==> config.mk <==
export PLATFORM = sky130hd
export DESIGN_NAME = int_acc_seq
export DESIGN_NICKNAME = d
export VERILOG_FILES = /design/src/rtl/int_acc_seq.sv
export SDC_FILE = /design/constraint.sdc
export NUM_CORES = 1
export LEC_CHECK = 0
export CAP_MARGIN = 5
export CORE_AREA = 2 2 108 110
export DETAILED_ROUTE_END_ITERATION = 6
export DIE_AREA = 0 0 110 112
export PLACE_DENSITY = 0.75
export REMOVE_ABC_BUFFERS = 1
export SLEW_MARGIN = 30
export SYNTH_ARGS = -nofsm -noshare
export SYNTH_HDL_FRONTEND = slang
export SYNTH_SLANG_ARGS = --single-unit
export TNS_END_PERCENT = 50
==> constraint.sdc <==
create_clock -name i_clk -period 1.54 [get_ports i_clk]
set_input_delay 0.385 -clock i_clk [delete_from_list [all_inputs] [get_ports i_clk]]
set_output_delay 0.385 -clock i_clk [all_outputs]
set_load 0.05 [all_outputs]
==> src/rtl/int_acc_seq.sv <==
// int_acc_seq: sequential 32-bit reduction controller that feeds an
// external integer adder one term per FETCH/ADD/WAIT round.
module int_acc_seq #(
    parameter int LEN_W = 8
) (
    input  logic             i_clk,
    input  logic             i_rst,
    input  logic             i_start,
    input  logic [LEN_W-1:0] i_len,
    input  logic [31:0]      i_init,
    input  logic             i_in_valid,
    output logic             o_in_ready,
    input  logic [31:0]      i_in_data,
    output logic [31:0]      o_add_a,
    output logic [31:0]      o_add_b,
    output logic             o_add_op,
    output logic             o_add_ce,
    input  logic [31:0]      i_add_dout,
    input  logic             i_add_done,
    output logic             o_out_valid,
    input  logic             i_out_ready,
    output logic [31:0]      o_out_data,
    output logic             o_busy
);

    typedef enum logic [2:0] {
        S_IDLE,
        S_FETCH,
        S_ADD,
        S_WAIT,
        S_OUT
    } state_t;

    state_t           r_state;
    state_t           w_next;
    logic [31:0]      r_acc;
    logic [31:0]      r_term;
    logic [LEN_W-1:0] r_cnt;
    logic [LEN_W-1:0] r_target;
    logic [LEN_W-1:0] w_cnt_inc;
    logic             w_last;
    logic             w_load;
    logic             w_take_term;
    logic             w_take_sum;

    assign w_cnt_inc   = r_cnt + LEN_W'(1);
    assign w_last      = (w_cnt_inc == r_target);
    assign w_load      = (r_state == S_IDLE) && i_start;
    assign w_take_term = (r_state == S_FETCH) && i_in_valid;
    assign w_take_sum  = (r_state == S_WAIT) && i_add_done;

    always_ff @(posedge i_clk) begin
        if (i_rst) begin
            r_state <= S_IDLE;
        end else begin
            r_state <= w_next;
        end
    end

    always_comb begin
        w_next      = r_state;
        o_in_ready  = 1'b0;
        o_add_ce    = 1'b0;
        o_out_valid = 1'b0;
        o_busy      = 1'b1;
        unique case (r_state)
            S_IDLE: begin
                o_busy = 1'b0;
                if (i_start) begin
                    w_next = (i_len == '0) ? S_OUT : S_FETCH;
                end
            end
            S_FETCH: begin
                o_in_ready = 1'b1;
                if (i_in_valid) begin
                    w_next = S_ADD;
                end
            end
            S_ADD: begin
                o_add_ce = 1'b1;
                w_next   = S_WAIT;
            end
            S_WAIT: begin
                if (i_add_done) begin
                    w_next = w_last ? S_OUT : S_FETCH;
                end
            end
            S_OUT: begin
                o_out_valid = 1'b1;
                if (i_out_ready) begin
                    w_next = S_IDLE;
                end
            end
            default: begin
                w_next = S_IDLE;
            end
        endcase
    end

    // Operands stay registered from ADD through WAIT so the adder's
    // combinational result is settled when done arrives.
    always_ff @(posedge i_clk) begin
        if (i_rst) begin
            r_acc    <= '0;
            r_term   <= '0;
            r_cnt    <= '0;
            r_target <= '0;
        end else begin
            if (w_load) begin
                r_target <= i_len;
                r_acc    <= i_init;
                r_cnt    <= '0;
            end
            if (w_take_term) begin
                r_term <= i_in_data;
            end
            if (w_take_sum) begin
                r_acc <= i_add_dout;
                r_cnt <= w_cnt_inc;
            end
        end
    end

    assign o_add_a    = r_acc;
    assign o_add_b    = r_term;
    assign o_add_op   = 1'b1;
    assign o_out_data = r_acc;

endmodule

# Yosys cells after proc, flatten, opt, wreduce, memory -nomap -nowiden
# Cells that the tools add are included.
dict set report word_totals {
  ff_bits 83
  inputBits 110
  out_inout_bits 101
  word_cells 37
}
dict set report classes {
  add_sub_neg 1
  eq_ne 9
  muxes 15
  n_reduce_logical 7
}
# op n
set op_table {}
lappend op_table {{$mux 32} 2}
lappend op_table {{$mux 3} 6}
lappend op_table {{$mux 8} 2}
lappend op_table {{$pmux 3 s5} 1}
lappend op_table {{$add 8x1->8 const B} 1}
lappend op_table {{$eq 8x8->1} 1}
lappend op_table {{$logic_not 8->1} 1}
lappend op_table {{$ne 2x2->1 const B} 4}
lappend op_table {{$eq 3x2->1 const B} 2}
lappend op_table {{$mux 1} 4}
lappend op_table {{$reduce_and 4->1} 1}
lappend op_table {{$eq 3x1->1 const B} 1}
lappend op_table {{$eq 3x3->1 const B} 1}
lappend op_table {{$logic_and 1x1->1} 3}
lappend op_table {{$logic_not 3->1} 1}
lappend op_table {{$reduce_bool 2->1} 1}

# Depth between registers and ports, before layout
dict set report depth {
  word_depth 5
  mapped_depth 8
  ltp_nobuf 7
}

# Worst setup path before layout
# No wires, ideal clock.
dict set report synth_path {
  path_kind {reg-to-output}
  startpoint {register r_state[1]}
  endpoint {output port o_add_ce}
  arrival_time_ns 1.670
  required_time_ns 1.155
  slack_ns -0.515
  path_stages_with_launch 3
  cell_sequence {dfxtp_1 buf_2 nor3b_1}
}
dict set report synth_between {
  elab_chain_len 2
}
# element line
set synth_lines {}
lappend synth_lines {{from (decl)} 34} ;# state_t r_state;
lappend synth_lines {{from (signal assigned)} 56} ;# r_state <= w_next;
lappend synth_lines {{$eq 3x2->1} 66} ;# unique case (r_state)
lappend synth_lines {{$mux 1} 66}
lappend synth_lines {{to (decl)} 17} ;# output logic o_add_ce,
# No other way between the ends.

# Worst setup path after layout
dict set report layout_path {
  startpoint {register r_cnt[1]}
  endpoint {register r_state[0]}
}
dict set report layout_between {
  elab_chain_len 5
}
# element line
set layout_lines {}
lappend layout_lines {{from (decl)} 38} ;# logic [LEN_W-1:0] r_cnt;
lappend layout_lines {{from (signal assigned)} 119} ;# r_cnt <= w_cnt_inc;
lappend layout_lines {{$add 8x1->8} 46} ;# assign w_cnt_inc = r_cnt + LEN_W'(1);
lappend layout_lines {{$eq 8x8->1} 47} ;# assign w_last = (w_cnt_inc == r_target);
lappend layout_lines {{$mux 3} 85} ;# w_next = w_last ? S_OUT : S_FETCH;
lappend layout_lines {{$mux 3} 84} ;# if (i_add_done) begin
lappend layout_lines {{$pmux 3 s5} 66}
# No other way between the ends. The select of a mux whose other input is x is not followed.
# A chain may end at the register's enable or synchronous reset.

==> metrics <==
status complete, but fails checks; failing checks negative setup slack; clock skew approximately 6.6 ps; Pins Over Slew Limit 0; drt drc 0; initial core utilization 34.2%; Max Clock Freq slightly above 0.6 GHz; Die ar. 0.0123 mm^2; fill count 800; post-layout min period 1630 ps; overall global routing resource usage 22.9%; die width roughly 110 um; wire length of the first global-routing pass around 22 mm; detail-routed via count per cell 5.05; final hold violations 0; Nets 806; initial antenna violation count 0; Final WS setup -89.2 ps; most common cell after layout, fill and taps aside nand2_1; # rows 39; total grt overflow 0; number of global-route vias before repair 4484; H-tree Lvls 3; clk_lat worst skew 340 ps; synthesized area 0.00382 mm^2; most frequent cells in the layout nand2_1 (152), clkdlybuf4s50_1 (108), buf_12 (108), dfxtp_1 (76), a21oi_1 (49); critical path startpoint category register; I/O pins 211; Seq. cell area 0.00168 mm^2; placed insts roughly 820; multi-input logic area 0.00188 mm^2; ANT nets after route 0; Main synth FF type dfxtp_1; pwr/cell area 903 mW/mm^2; total number of vias 4253; RSZ-0062 raised after global routing yes; Post-synth EDFFs 0; layout cells sized above 1 28.3%; drt first pass iters 5; clock sink total just over 80; Chip Height 112 um; port bufs approximately 210; area grow syn2layout 99.9%; Async S/R FF share, synth 0%; Clock Pin Slew Worst Setup and Hold Paths 70 ps; detailed placement HPWL 10.1 mm; final core utilization 68.3%; synth warn 0; Netlist cell types 36; clk root buf clkbuf_16; CTS tree built; Placeable Area 0.0112 mm^2; DR iter-0 viols 205; min-delay worst type reg -> reg; clk buf depth 2; synthesized area per cell 7.66 um^2; Seq cells post-synth 83; CP required roughly 1800 ps; static leakage slightly below 0.003 uW; RePlAce Congestion 0.815; fin crit share 106%; number of diodes 0; total CTS buffers 9; final cell count without fillers about 840; nature of the critical path endpoint register; arrival time worst endpoint 1850 ps; Crit Path Category reg -> reg; pin count of the biggest net entering global routing 44; Seq/Total Area, Yosys between 40 and 50%; worst vdd ir 601 uV; drt wl/cell approximately 17 um; final setup fails 6; Max-Cap Viols 0; hold buffers post-CTS 0; Worst Path Max Fanout 3; Total Wirelength between 10 and 15 mm; setup tns final -393 ps; Synth Instances approximately 500; hold_ws approximately 470 ps
## final cells by class
cell class	count	area share, %
Clock buffer	9	2.95
Clock inverter	7	1.02
Sequential cell	83	22.0
Timing Repair Buffer	254	47.0
Tap cell	143	2.34
Inverter	1	0.0492
Multi-Input combinational cell	346	24.6
## worst max-delay path, cell delays in order, from the launching register on
cell and delay, ps:
dfxtp_4 380, ha_4 160, buf_6 100, nand3_4 80
xnor2_2 150, nor4_2 290, o2111a_2 290, o31ai_2 70
## layer usage
layer	global-route usage (%)	part of all wire, %	vias to the layer above
met5	0	0	-
met4	8.02	1.9	0
met3	7.26	8.6	23
met2	41.8	54	185
met1	24.0	36	2009
li1	-	-	2036
## synthesized netlist by cell type (4+ instances only)
master    number  area share (%)
nor2_1        45             4.4
o21ai_0        8             1.0
clkbuf_1      19             1.9
or3_1          5            0.82
nand3_1        7            0.92
a311oi_1      32             7.3
nor4_1         4            0.65
buf_4         42             8.3
dfxtp_1       83              43
nand2b_1       5            0.82
a21oi_1       50             6.6
buf_2          7            0.92
nand2_1      152              15
xnor2_1        6             1.4
## what timing repair did
| action | 4_1_cts | 5_1_grt |
|---|---|---|
| pin swaps | 10 | 10 |
| setup buffers | 8 | 1 |
| gates resized for setup | 36 | 13 |
| setup endpoints to repair | 44 | 34 |
| cloned | 1 | 1 |
## cells by family after synthesis
kind of cell,Yosys count,share of synthesized area (%)
other cells,1,0.0982
buf+inv,70,11.2
fa+ha+maj,1,0.327
compound gates,98,16.7
simple gates,236,25.7
mux,1,0.295
flops,83,43.5
xor+xnor,9,2.06
## metrics by stage
step / total power, uW / setup slack (ps) / cell area (um^2)
5_1_grt: 7150 / -137 / 7630
3_3_place_gp: 4660 / -348 / 7010
3_5_place_dp: 4690 / -429 / 7010
2_1_floorplan: 3330 / -1370 / 3390
4_1_cts: 6930 / -89.6 / 7560
6_report: 6890 / -89.2 / 7630
## registers in the layout, summed over array words and instances, names as in the netlist
register  count
o_add_b      32
r_state       3
r_target      8
o_add_a      32
r_cnt         8
## final timing paths
kind | depth (start not counted) | startpoint | to | slack [ps]
worst max register to register | 7 | r_cnt[1]$_SDFFE_PP0P_ | r_state[0]$_SDFFE_PP0P_ | -90
worst min register to register | 2 | r_target[1]$_SDFFE_PP0P_ | r_target[1]$_SDFFE_PP0P_ | 470
worst min-delay path | 2 | r_target[1]$_SDFFE_PP0P_ | r_target[1]$_SDFFE_PP0P_ | 470
worst max-delay path | 7 | r_cnt[1]$_SDFFE_PP0P_ | r_state[0]$_SDFFE_PP0P_ | -90
## report_power, final
group	internal [uW]	total, uW	leakage [uW]	switching (uW)
clock network	1260	2200	0.000134	932
logic	1130	2230	0.00210	1100
registers	2270	2460	0.000681	194
Note: power is estimated with default switching activity, not from simulation.
==> variant, RTL diff (config.mk and constraints unchanged) <==
Set the parameter `LEN_W` to 4 (it was 8).
--- a/src/rtl/int_acc_seq.sv
+++ b/src/rtl/int_acc_seq.sv
@@ -2,5 +2,5 @@
 // external integer adder one term per FETCH/ADD/WAIT round.
 module int_acc_seq #(
-    parameter int LEN_W = 8
+    parameter int LEN_W = 4
 ) (
     input  logic             i_clk,
Ports: changed (resized i_len); port bits go from 211 to 207. The function was not compared with the original's and may differ.
==> variant against the original RTL <==
The flow still finishes with violations (setup timing); sequential power fell by 7%; utilization shrank 3.8 points; final cell count decreased by 13%; synthesized cell count decreased by 21%; cell area fell by 5.6%; clock power fell by 6%; sequential cell count is 8 lower; worst setup slack got worse by 0.068 ns; area after synthesis shrank 8.3%; combinational power is 14% higher; routed wire length down 15%; hold slack worse by 0.0074 ns; non-clock buffer count down 12; power about the same; largest power group is now combinational cells.
==> variant: results (changes against the original RTL) <==
stage,metric,value,unit,change
finish,Seq cells,75,,was 83
placement,Placer Congestion,0.7494,,was 0.8148
setup_path,Worst R2R Setup Slack,-0.07,ns,was -0.09 ns
finish,share of cells above drive strength 1,33.16,%,was 28.29%
yosys,"Seq/Total Area, Yosys",42.86,%,was 43.50%
sta,hold slack,0.4636,ns,was 0.4710 ns
setup_path,Critical Path Slowest Stage Cell,or3_4,,was dfxtp_4
pwr,peak supply drop,0.0005613,V,was 0.0006012 V
outcome,outcome,"complete, but fails checks",,unchanged
placement,Placement Setup Slack,-0.4369,ns,was -0.4293 ns
finish,NonClk Buf Share,48.36,%,was 47.03%
setup_path,CP top delay family,simple AND/OR/NAND/NOR gates,,was flip-flops
detailed_routing,Initial DRC Count,122,,was 205
pwr,Static Leak,2.799,nW,was 2.917 nW
detailed_routing,vias per cell,4.669,,was 5.045
min_path,hold path start,i_rst,,was r_target[1]$_SDFFE_PP0P_
finish,sequential cell area,1514,um2,was 1678 um2
finish,Non-Clock Buffer Count,242,,was 254
sta,Final setup viols,31,,was 6
sta,setup TNS,-1.052,ns,was -0.3926 ns
pwr,PwrDens,956.3,nW/um2,was 902.8 nW/um2
global_routing,global routing usage on met1,20.98,%,was 24.01%
placement,Buffers on Ports,205,,was 209
finish,final-layout clock-cell area share,4.097,%,was 3.966%
finish,clock buffer count in the final layout,10,,was 9
placement,placed cells,702,,was 816
sta,final worst setup slack,-0.1569,ns,was -0.08919 ns
placement,Post-DP Area,6545,um2,was 7012 um2
outcome,failing checks,setup timing,,unchanged
finish,comb_multi_in,256,,was 346
global_routing,vias in the first global route,3637,,was 4484
global_routing,GRT Total Usage,19.54,%,was 22.85%
setup_path,crit path launch,r_state[0]$_SDFFE_PP0P_,,was r_cnt[1]$_SDFFE_PP0P_
finish,number of non-clock inverters in the layout,2,,was 1
variant: cell types whose count changed after synthesis, moves of 9 or more:
cell / change
a211oi_1: +17
mux2i_1: +37
nand2_1: -83
buf_4: -9
a211oi_2: +16
a21oi_1: -14
a311oi_1: -31
variant: cells by family (layout without fill, tap and decap cells):
kind of cell / count (synthesis) / in the layout / share of synthesized area (%)
muxes: 37 / 37 / 10.57
other: 1 / 1 / 0.1070
DFF: 75 / 75 / 42.86
AOI/OAI and AO/OA: 77 / 77 / 16.07
and+or+nand+nor: 134 / 134 / 16.18
buffers and inverters: 63 / 260 / 12.36
adders and majority gates: 1 / 1 / 0.3571
xor gates and xnor gates: 6 / 6 / 1.500
variant: what timing repair did:
action / in CTS / in global routing
hold buffers: 0 / 0
gates cloned: 3 / 1
pin swaps: 11 / 26
buffers inserted: 8 / 4
resized for setup: 24 / 25
setup endpoints to repair: 45 / 45
variant: metal layers:
layer	wire [um]	vias up
li1	-	1690
met1	4429	1610
met2	6774	102
met3	586	25
met4	296	0
met5	0	-
